<file path="config.mk">
export PLATFORM = sky130hd
export DESIGN_NAME = ps2_note_decoder
export DESIGN_NICKNAME = d
export VERILOG_FILES = /design/src/rtl/synth_keys_pkg.sv /design/src/rtl/ps2_keymap.sv /design/src/rtl/ps2_note_decoder.sv
export SDC_FILE = /design/constraint.sdc
export NUM_CORES = 1
export LEC_CHECK = 0
export BUFFER_PORTS_ARGS = -buffer_cell sky130_fd_sc_hd__buf_2
export CAP_MARGIN = 0
export CELL_PAD_IN_SITES_DETAIL_PLACEMENT = 1
export CELL_PAD_IN_SITES_GLOBAL_PLACEMENT = 2
export CORE_MARGIN = 10
export CORE_UTILIZATION = 33
export CTS_CLUSTER_SIZE = 25
export DETAILED_ROUTE_END_ITERATION = 8
export PLACE_DENSITY_LB_ADDON = 0.12
export SYNTH_ARGS = -nofsm -noshare
export SYNTH_HDL_FRONTEND = slang
export SYNTH_SLANG_ARGS = --single-unit
</file>
<file path="constraint.sdc">
create_clock -name clock -period 1.8 [get_ports clock]
set_clock_uncertainty 0.05 [all_clocks]
set_input_delay 0.36 -clock clock [delete_from_list [all_inputs] [get_ports clock]]
set_output_delay 0.36 -clock clock [all_outputs]
set_load 0.01 [all_outputs]
</file>
<file path="src/rtl/synth_keys_pkg.sv">
// Shared scan-code constants and FSM state type for the PS/2 piano-row note decoder.
package synth_keys_pkg;

  localparam int DEF_NUM_KEYS = 13;

  localparam logic [7:0] SC_BREAK = 8'hF0;
  localparam logic [7:0] SC_EXT   = 8'hE0;

  // Piano-row keys, listed in note order C .. C'
  localparam logic [7:0] SC_A = 8'h1C;
  localparam logic [7:0] SC_W = 8'h1D;
  localparam logic [7:0] SC_S = 8'h1B;
  localparam logic [7:0] SC_E = 8'h24;
  localparam logic [7:0] SC_D = 8'h23;
  localparam logic [7:0] SC_F = 8'h2B;
  localparam logic [7:0] SC_T = 8'h2C;
  localparam logic [7:0] SC_G = 8'h34;
  localparam logic [7:0] SC_Y = 8'h35;
  localparam logic [7:0] SC_H = 8'h33;
  localparam logic [7:0] SC_U = 8'h3C;
  localparam logic [7:0] SC_J = 8'h3B;
  localparam logic [7:0] SC_K = 8'h42;

  typedef enum logic [1:0] {IDLE, ACK, WAIT_LOW, EMIT} state_e;

endpackage

</file>
<file path="src/rtl/ps2_keymap.sv">
// Combinational lookup from a set-2 scan byte to a piano note index.
module ps2_keymap
  import synth_keys_pkg::*;
#(
  parameter int IDX_W = 4
) (
  input  logic [7:0]       scan_code_i,
  output logic             hit_o,
  output logic [IDX_W-1:0] idx_o
);

  always_comb begin
    hit_o = 1'b1;
    idx_o = '0;
    case (scan_code_i)
      SC_A:    idx_o = IDX_W'(0);
      SC_W:    idx_o = IDX_W'(1);
      SC_S:    idx_o = IDX_W'(2);
      SC_E:    idx_o = IDX_W'(3);
      SC_D:    idx_o = IDX_W'(4);
      SC_F:    idx_o = IDX_W'(5);
      SC_T:    idx_o = IDX_W'(6);
      SC_G:    idx_o = IDX_W'(7);
      SC_Y:    idx_o = IDX_W'(8);
      SC_H:    idx_o = IDX_W'(9);
      SC_U:    idx_o = IDX_W'(10);
      SC_J:    idx_o = IDX_W'(11);
      SC_K:    idx_o = IDX_W'(12);
      default: begin
        hit_o = 1'b0;
        idx_o = '0;
      end
    endcase
  end

endmodule

</file>
<file path="src/rtl/ps2_note_decoder.sv">
// PS/2 scan bytes -> note-on/note-off events plus held-key bitmap.
// Define TYPEMATIC_FILTER_EN to suppress auto-repeat makes and breaks of keys not held.
module ps2_note_decoder
  import synth_keys_pkg::*;
#(
  parameter int NUM_KEYS    = DEF_NUM_KEYS,
  parameter int IDX_W       = 4,
  parameter int ACK_TIMEOUT = 255
) (
  input  logic                clock,
  input  logic                reset,
  input  logic                scan_ready,
  input  logic [7:0]          scan_code,
  output logic                read,
  output logic                note_valid,
  input  logic                note_ready,
  output logic [IDX_W-1:0]    note_idx,
  output logic                note_on,
  output logic [NUM_KEYS-1:0] held_keys
);

  localparam int TW = $clog2(ACK_TIMEOUT + 1);

  state_e              state_q;
  logic [7:0]          byte_q;
  logic                brk_q, ext_q;
  logic                pend_q, pend_on_q;
  logic [IDX_W-1:0]    pend_idx_q;
  logic [TW-1:0]       timer_q;
  logic                read_q, valid_q, on_q;
  logic [IDX_W-1:0]    idx_q;
  logic [NUM_KEYS-1:0] held_q;

  logic                brk_d, ext_d, pend_d;
  logic                hit_s;
  logic [IDX_W-1:0]    map_idx_s;
  logic                timer_done_s;

  ps2_keymap #(.IDX_W(IDX_W)) u_keymap (
    .scan_code_i (byte_q),
    .hit_o       (hit_s),
    .idx_o       (map_idx_s)
  );

  assign timer_done_s = (timer_q == TW'(ACK_TIMEOUT));

  // Prefix tracking and event decision for the byte latched in IDLE
  always_comb begin
    brk_d  = 1'b0;
    ext_d  = 1'b0;
    pend_d = 1'b0;
    if (byte_q == SC_BREAK) begin
      brk_d = 1'b1;
      ext_d = ext_q;
    end else if (byte_q == SC_EXT) begin
      brk_d = brk_q;
      ext_d = 1'b1;
    end else if (ext_q) begin
      pend_d = 1'b0;
    end else if (hit_s) begin
`ifdef TYPEMATIC_FILTER_EN
      pend_d = brk_q ? held_q[map_idx_s] : !held_q[map_idx_s];
`else
      pend_d = 1'b1;
`endif
    end else begin
      pend_d = 1'b0;
    end
  end

  always_ff @(posedge clock or posedge reset) begin
    if (reset) begin
      state_q    <= IDLE;
      byte_q     <= 8'h00;
      brk_q      <= 1'b0;
      ext_q      <= 1'b0;
      pend_q     <= 1'b0;
      pend_on_q  <= 1'b0;
      pend_idx_q <= '0;
      timer_q    <= '0;
      read_q     <= 1'b0;
      valid_q    <= 1'b0;
      on_q       <= 1'b0;
      idx_q      <= '0;
      held_q     <= '0;
    end else begin
      case (state_q)
        IDLE: begin
          if (scan_ready) begin
            byte_q  <= scan_code;
            read_q  <= 1'b1;
            state_q <= ACK;
          end
        end
        ACK: begin
          read_q     <= 1'b0;
          brk_q      <= brk_d;
          ext_q      <= ext_d;
          pend_q     <= pend_d;
          pend_on_q  <= !brk_q;
          pend_idx_q <= map_idx_s;
          timer_q    <= '0;
          state_q    <= WAIT_LOW;
        end
        // Wait for the receiver to drop scan_ready; a stuck line is abandoned after the timeout
        WAIT_LOW: begin
          if (!scan_ready || timer_done_s) begin
            if (pend_q) begin
              valid_q            <= 1'b1;
              idx_q              <= pend_idx_q;
              on_q               <= pend_on_q;
              held_q[pend_idx_q] <= pend_on_q;
              state_q            <= EMIT;
            end else begin
              state_q <= IDLE;
            end
          end else begin
            timer_q <= timer_q + TW'(1);
          end
        end
        EMIT: begin
          if (note_ready) begin
            valid_q <= 1'b0;
            pend_q  <= 1'b0;
            state_q <= IDLE;
          end
        end
        default: state_q <= IDLE;
      endcase
    end
  end

  assign read       = read_q;
  assign note_valid = valid_q;
  assign note_idx   = idx_q;
  assign note_on    = on_q;
  assign held_keys  = held_q;

endmodule

</file>
==> key figures, run 1 <==
Worst setup path
  – Req. time, crit path: 1950 ps
  – R2r setup slk: 40 ps
  – Reg2reg end: pend_q
  – CP startpoint kind: register
  – Arr. time, crit path: 1910 ps
  – Crit path kind: reg -> reg
  – CP endpoint kind: register
  – Reg2reg start: byte_q[1]
  – Crit-path max FO: 6
  – Crit path from: byte_q[1]
  – Worst r2r path cells: 5

Synthesis
  – Synth area leaders: dfrtp_1 50%, mux2_1 12%, nand3_1 2.6%
  – Yosys warning count: 0
  – Post-Syn Area: 2310 um2
  – Top FF cell, synth: dfrtp_1
  – Number of synthesized register bits: 46
  – Synth cell count leaders: 46 x dfrtp_1, 24 x mux2_1, 15 x nand2_1
  – Syn nets: 225
  – Post-synth cell types: 49
  – Area leader, netlist: dfrtp_1
  – Top-count cell post-synth: dfrtp_1
  – Number of flops mapped to enable cells by yosys: 0
  – Syn Area/Cell: 10.9 um2
  – Sequential area share after synthesis: 49.8%
  – Area share of the largest cell type after synthesis: 49.8%
  – Post-Synthesis Cells: 212
  – Fraction of registers with async set/reset: 100%

Place
  – Final GP Congestion: 0.789
  – Placed Area: 2870 um2
  – Detailed Place HPWL: 4.60 mm
  – Port Buffer Count: 31
  – Placed Cells: 368

Outcome
  – Status: completed

Clock network
  – CTS buffer count: 5
  – H-Tree Depth: 2
  – CTS Buffer Depth: 2
  – Clk_lat worst skew: 300 ps
  – CTS clk-pin slew, worst paths: 90 ps
  – Clock sinks: 46
  – Clock Tree Root: clkbuf_8
  – CTS tree: done

Floorplan
  – Initial core utilization: 34.0%
  – Core Area: 6790 um2
  – Die area: 10,700 um2
  – Die width: 104 um
  – Rows: 30
  – IO Count: 32
  – Die height: 104 um

Drt
  – First DRT Iteration DRCs: 24
  – Post-route ant nets: 0
  – Final Routed Wirelength: 5.86 mm
  – Avg WL per Cell: 15.5 um
  – Pre-antenna DRT Iters: 3
  – Vias per inst: 5.08
  – Vias: 1,927
  – DRC violations left: 0

Timing
  – Rel. slew slack: 68.2%
  – FMAX: 0.568 GHz
  – Final period util: 97.9%
  – Setup TNS: 0 ps
  – Slew @ Worst Pin: 476 ps
  – Final setup fails: 0
  – Fin crit period: 1760 ps
  – Final hold vios: 0
  – RSZ-0062 raised after global routing: yes
  – Max Slew Vio Count: 0

Finish
  – Non-filler cells, final: 379
  – Final Instance Area: 3040 um2
  – Synthesis-to-layout area growth: 31.6%
  – # diodes: 0
  – Layout cells sized above 1: 35.3%
  – Nets: 295

Global routing
  – GR Overflow Total: 0
  – Number of global-route vias before repair: 2,049
  – Largest net degree at the start of global routing: 27
  – GRT Total Usage: 11.2%
  – Initial antenna violation count: 0
  – Global-route wire length before repair: 10.2 mm

Min path
  – Min-delay worst type: in -> async

Power
  – Leak: 0.00145 uW
  – Pwr Density: 1270 nW/um2
  – Max VDD drop: 0.748 mV

Run
  – Max-Cap Viols: 0
-- layout by cell type (no fill, tap or decap), types with 3 or more instances in the layout --
cell      count
mux2_1       21
nand2_1      14
and3_1        4
mux2_4        3
nor2b_1       3
dfrtp_1      46
nand2b_1      5
inv_1         5
buf_2        31
clkbuf_8      6
nand3_1      10
o31ai_1       3
a21o_1        3
o211ai_1      3
a21oi_1      10
nand4_1       4
buf_4        38
nor3b_1       3
o21ai_0       8
buf_6         3
a31oi_1       4
nor2_1        8
o21ai_1       6
-- stage by stage --
stage                     hold slack, ps  worst slack (ps)  total power (uW)  utilization, %
after floorplan                      378             -4.75              2420               -
after global placement               358              4.79              3130            42.2
after detailed placement             358             -45.2              3180            42.2
after CTS                           35.7              5.45              3870            43.9
after global routing                63.4             -56.1              4170            44.7
final                               20.6              38.2              3850            44.7
-- worst max-delay path, stage by stage (launching register included) --
cell and delay, ps:
dfrtp_1 380, buf_4 160, or2b_1 230, a2111o_1 410
a311o_1 360, o311ai_1 70
-- flip-flops by register name, indices dropped and copies added, names as in the netlist --
signal      count
note_valid      1
pend_q          1
note_idx        4
timer_q         8
held_keys      13
pend_idx_q      4
brk_q           1
note_on         1
read            1
ext_q           1
state_q         2
byte_q          8
pend_on_q       1
-- cells by family (layout without fill, tap and decap cells) --
kind of cell             count (synthesis)  after routing  synth area share (%)
XOR/XNOR                                 1              1                 0.379
AO/OA/AOI/OAI                           52             52                  16.6
buffers and inverters                   16             87                  2.93
multiplexers                            25             25                  12.1
flip-flops                              46             46                  49.8
adder cells (fa/ha/maj)                  1              1                 0.542
AND/OR/NAND/NOR                         71             71                  17.6
-- per-layer routing --
layer | global-route usage, % | vias up | routed length [um]
met1 | 14.0 | 961 | 2790
li1 | - | 932 | -
met5 | 0 | - | 0
met4 | 3.78 | 0 | 59
met3 | 2.48 | 4 | 223
met2 | 18.4 | 30 | 2790
-- worst max path at each step --
stage	end	slack (ps)	cells after the start
6_report	pend_q	40	5
5_1_grt	timer_q[2]	-60	6
4_1_cts	pend_q	5	4
3_5_place_dp	pend_q	-50	4
3_3_place_gp	pend_q	5	4
2_1_floorplan	note_idx[0]	-5	6
-- layout make-up --
class	count	area, um2
Fill cell	755	3750
Multi-Input combinational cell	150	1160
Sequential cell	46	1150
Timing Repair Buffer	73	494
Tap cell	96	120
Clock buffer	7	86.3
Inverter	6	22.5
Clock inverter	1	5.00
-- report_power, final --
part	switching (uW)	internal [uW]	total, uW
combinational	854	784	1640
sequential	253	1300	1550
clock	348	311	659
-- what timing repair did --
item | CTS | global route
endpoints found under the setup margin | 6 | 18
pin swaps | 1 | 1
resized for setup | 1 | 12
hold buffers | 0 | 0
buffers inserted | 3 | 1
(Power assumes the default switching activity.)
==> inputs of run 2 (changes only) <==
--- a/config.mk
+++ b/config.mk
@@ -7,10 +7,10 @@
 export LEC_CHECK = 0
 export BUFFER_PORTS_ARGS = -buffer_cell sky130_fd_sc_hd__buf_2
 export CAP_MARGIN = 0
-export CELL_PAD_IN_SITES_DETAIL_PLACEMENT = 1
-export CELL_PAD_IN_SITES_GLOBAL_PLACEMENT = 2
+export CELL_PAD_IN_SITES_DETAIL_PLACEMENT = 0
+export CELL_PAD_IN_SITES_GLOBAL_PLACEMENT = 1
 export CORE_MARGIN = 10
-export CORE_UTILIZATION = 33
+export CORE_UTILIZATION = 40
 export CTS_CLUSTER_SIZE = 25
 export DETAILED_ROUTE_END_ITERATION = 8
 export PLACE_DENSITY_LB_ADDON = 0.12
==> key figures, run 2 (synthesis results as in run 1) <==
Worst setup path
  – CP startpoint kind: register
  – Slowest stage delay, CP: 440 ps
  – CP cell instances: buf_4 > nand3b_1 > a2111o_1 > a311o_1 > o311ai_1
  – Crit-path max FO: 4
  – CP max-delay cell: a2111o_1
  – Crit path kind: reg -> reg
  – Req. time, crit path: 1940 ps
  – Arr. time, crit path: 1920 ps
  – CP endpoint kind: register

Timing
  – Fin crit period: 1780 ps
  – Max Slew Vio Count: 0
  – Final period util: 99.1%
  – Final hold vios: 0
  – RSZ-0062 raised after global routing: yes
  – Setup TNS: 0 ps
  – FMAX: 0.561 GHz
  – Final setup fails: 0
  – Rel. slew slack: 70.6%
  – Slew @ Worst Pin: 440 ps

Finish
  – Nets: 300
  – Synthesis-to-layout area growth: 31.3%
  – Fillers: 517
  – # diodes: 0
  – Commonest non-fill, non-tap cells in the layout: 46 x dfrtp_1, 46 x buf_4, 31 x buf_2
  – Register area: 1150 um2
  – Layout cells sized above 1: 36.1%
  – Area of the multi-input gates: 1160 um2
  – Max reg flops: 13
  – Non-filler cells, final: 360

Clock network
  – H-Tree Depth: 2
  – Hold_buf cts: 0
  – Clock Tree Root: clkbuf_8
  – CTS clk-pin slew, worst paths: 90 ps
  – Clock sinks: 46
  – Clk_lat worst skew: 300 ps
  – CTS tree: done
  – CTS buffer count: 5
  – CTS Buffer Depth: 2

Drt
  – Vias per inst: 5.26
  – Vias: 1,894
  – Post-route ant nets: 0
  – First DRT Iteration DRCs: 71
  – Pre-antenna DRT Iters: 4
  – Final Routed Wirelength: 5.61 mm
  – DRC violations left: 0
  – Avg WL per Cell: 15.6 um

Floorplan
  – Die area: 9210 um2
  – Rows: 27
  – Core Area: 5540 um2
  – IO Count: 32
  – Initial core utilization: 41.7%
  – Die height: 96.0 um
  – Die width: 96.0 um

Place
  – Placed Cells: 344
  – Final GP Congestion: 0.827
  – Port Buffer Count: 31
  – Detailed Place HPWL: 4.19 mm

Power
  – Max VDD drop: 0.729 mV
  – Leak: 0.00146 uW
  – Pwr Density: 1280 nW/um2

Run
  – Max-Cap Viols: 0

Global routing
  – GRT Total Usage: 12.5%
  – Number of global-route vias before repair: 1,897
  – Initial antenna violation count: 0
  – GR Overflow Total: 0
  – Global-route wire length before repair: 9.34 mm
  – Largest net degree at the start of global routing: 29

Min path
  – Min-delay worst type: in -> async

Outcome
  – Status: completed
## run 2: cell count changes in the layout (fill, tap and decap cells not counted), moves of 2 or more
cell / previous run / this run
buf_4: 38 / 46
a21oi_2: 0 / 2
nand3_1: 10 / 12
a21oi_1: 10 / 8
mux2_1: 21 / 24
buf_6: 3 / 0
nand3_2: 2 / 0
mux2_4: 3 / 0
## run 2: routing by layer
layer  vias to the layer above  global-route usage (%)  share of wire [%]
met1                       912                    15.5                 45
met4                         0                    2.58               0.50
met5                         -                       0                  0
met3                         4                    3.74                5.6
met2                        34                    21.1                 48
li1                        944                       -                  -
## run 2: final timing paths
path	from	endpoint	slack (ps)	cells after the start
min reg2reg	brk_q	pend_on_q	410	1
min	reset	read	5	2
max in group asynchronous	reset	byte_q[5]	1190	3
min in group clock	scan_code[3]	byte_q[3]	220	3
max	byte_q[2]	pend_q	20	5
max reg2reg	byte_q[2]	pend_q	20	5
## run 2: area by class of cell
class                      instances  area share (%)
sequential                        46            38.0
tap                               72            2.97
inverter                           6           0.743
clock buffer                       5            2.27
clock inverter                     3           0.702
timing repair buffer              78            17.2
multi-input combinational        150            38.2
## run 2: power by group
part	switching (uW)	leakage [uW]	internal, uW
clock	367	0.0000441	273
sequential	283	0.000609	1300
combinational	830	0.000805	826
total	1480	0.00146	2400
## run 2: what timing repair did
item                                    in CTS  in global routing
endpoints found under the setup margin       6                 15
endpoints found under the hold margin        0                  0
pin swaps                                    0                  5
setup buffers                                1                  7
gates cloned                                 0                  0
gates resized for setup                      1                  8
## run 2: worst max-delay path: cells and delay by family (launching register included)
| kind | cells | cell delay, ps |
|---|---|---|
| AND/OR/NAND/NOR | 1 | 190 |
| flip-flops | 1 | 410 |
| AO/OA/AOI/OAI | 3 | 880 |
| buffers and inverters | 1 | 150 |
## run 2: through the flow
step | cell area, um2 | utilization [%] | power, uW | setup WS (ps) | hold WS [ps]
floorplan | 2330 | - | 2420 | -4.75 | 378
global placement | 2840 | 51.2 | 3100 | 12.3 | 338
detailed placement | 2840 | 51.2 | 3110 | -24.7 | 346
CTS | 2940 | 53.0 | 3780 | -2.88 | 23.9
global route | 3030 | 54.7 | 4190 | -33.6 | 37.6
finish | 3030 | 54.7 | 3870 | 15.9 | 5.20
==> inputs of run 3 (changes only) <==
--- a/config.mk
+++ b/config.mk
@@ -9,8 +9,10 @@
 export CAP_MARGIN = 0
 export CELL_PAD_IN_SITES_DETAIL_PLACEMENT = 0
 export CELL_PAD_IN_SITES_GLOBAL_PLACEMENT = 1
+export CORE_ASPECT_RATIO = 1.1
 export CORE_MARGIN = 10
 export CORE_UTILIZATION = 40
+export CTS_BUF_LIST = sky130_fd_sc_hd__clkbuf_16
 export CTS_CLUSTER_SIZE = 25
 export DETAILED_ROUTE_END_ITERATION = 8
 export PLACE_DENSITY_LB_ADDON = 0.12
==> key figures, run 3 (synthesis results as in run 1) <==
Power
  – Leak: 0.00150 uW
  – Max VDD drop: 0.773 mV
  – Power, Total: 4340 uW
  – Pwr Density: 1390 nW/um2

Drt
  – DRC violations left: 0
  – Vias per inst: 5.11
  – Pre-antenna DRT Iters: 4
  – First DRT Iteration DRCs: 55
  – Post-route ant nets: 0
  – Final Routed Wirelength: 5.31 mm
  – Avg WL per Cell: 14.7 um
  – Vias: 1,845

Global routing
  – GRT Total Usage: 12.0%
  – GR Overflow Total: 0
  – Largest net degree at the start of global routing: 27
  – Number of global-route vias before repair: 1,923
  – Initial antenna violation count: 0
  – Global-route wire length before repair: 9.18 mm

Clock network
  – Hold_buf cts: 0
  – H-Tree Depth: 2
  – CTS clk-pin slew, worst paths: 60 ps
  – CTS tree: done
  – Clock sinks: 46
  – Clk_lat worst skew: 280 ps
  – CTS Buffer Depth: 2
  – Clock Tree Root: clkbuf_16
  – CTS buffer count: 5

Timing
  – RSZ-0062 raised after global routing: yes
  – FMAX: 0.561 GHz
  – Rel. slew slack: 68.4%
  – Max Slew Vio Count: 0
  – Final hold vios: 0
  – Fin crit period: 1780 ps
  – PnR worst setup slack: 18.4 ps
  – Final period util: 99.0%
  – Final setup fails: 0
  – Slew @ Worst Pin: 473 ps

Floorplan
  – Initial core utilization: 42.0%
  – Core Area: 5500 um2
  – Rows: 28
  – Die width: 92.5 um
  – Die height: 99.7 um
  – Die area: 9220 um2
  – IO Count: 32

Worst setup path
  – Reg2reg start: byte_q[0]
  – CP cell instances: or4b_4 > nor4_2 > buf_4 > a31oi_1 > o311ai_1
  – Slowest stage delay, CP: 550 ps
  – Arr. time, crit path: 1910 ps
  – Req. time, crit path: 1930 ps
  – Worst r2r path cells: 5
  – R2r setup slk: 20 ps
  – Crit-path max FO: 3
  – CP startpoint kind: register
  – Crit path kind: reg -> reg
  – CP endpoint kind: register
  – CP max-delay cell: or4b_4
  – Reg2reg end: pend_q

Finish
  – Layout cells sized above 1: 34.6%
  – Max reg flops: 13
  – Commonest non-fill, non-tap cell in the layout: dfrtp_1
  – Nets: 298
  – Synthesis-to-layout area growth: 34.8%
  – Final Instance Area: 3110 um2
  – Non-filler cells, final: 361
  – Final Util: 56.6%
  – # diodes: 0
  – Commonest non-fill, non-tap cells in the layout: 46 x dfrtp_1, 42 x buf_4, 31 x buf_2

Place
  – Final GP Congestion: 0.779
  – Placed Cells: 346
  – Detailed Place HPWL: 4.05 mm
  – Placed Area: 2830 um2
  – Port Buffer Count: 31
  – Dpl ws: -9.62 ps

Run
  – Max-Cap Viols: 0

Min path
  – Min-delay worst type: in -> async

Outcome
  – Status: completed
-- run 3: cell types whose count changed in the layout (fill, tap and decap cells not counted), sizes merged --
cell and delta:
buf -2, clkinv -1, clkinvlp -1, bufinv +2
-- run 3: power breakdown --
| group | internal [uW] | switching (uW) |
|---|---|---|
| sequential | 1300 | 253 |
| combinational | 800 | 807 |
| clock | 797 | 384 |
-- run 3: routing by layer --
layer / vias up / track usage [%] / wire, um
li1: 936 / - / -
met1: 874 / 14.5 / 2450
met2: 30 / 20.2 / 2610
met3: 5 / 2.86 / 194
met4: 0 / 4.28 / 59
met5: - / 0 / 0
-- run 3: repair_timing --
item                                    in CTS  in global routing
buffers inserted                             1                  6
endpoints found under the setup margin       5                 18
hold endpoints to repair                     0                  0
pin swaps                                    0                  2
resized for setup                            0                  8
-- run 3: layout make-up --
| cell class | instances | area (um2) |
|---|---|---|
| Clock buffer | 5 | 125 |
| Clock inverter | 3 | 68.8 |
| Fill cell | 510 | 2390 |
| Inverter | 6 | 22.5 |
| Multi-Input combinational cell | 150 | 1140 |
| Sequential cell | 46 | 1150 |
| Tap cell | 75 | 93.8 |
| Timing Repair Buffer | 76 | 513 |
-- run 3: worst max path at each step --
stage,slack [ps],cells past startpoint,start,endpoint
floorplan,-5,6,timer_q[0],note_idx[0]
global placement,-20,5,byte_q[3],pend_q
detailed placement,-10,6,timer_q[1],held_keys[12]
CTS,10,4,byte_q[2],pend_q
global route,-80,5,byte_q[0],pend_q
finish,20,5,byte_q[0],pend_q
-- run 3: worst max-delay path: cells and delay by family (launching register included) --
family	cells	cell delay, ps
simple gates	2	800
flops	1	400
compound gates	2	270
buf+inv	1	160
-- run 3: metrics by stage --
stage / hold WS, ps / TNS (ps)
after floorplan: 378 / -23.2
after CTS: 52.2 / 0
final: 37.6 / 0
after global placement: 356 / -21.1
after detailed placement: 358 / -9.62
after global routing: 77.2 / -106
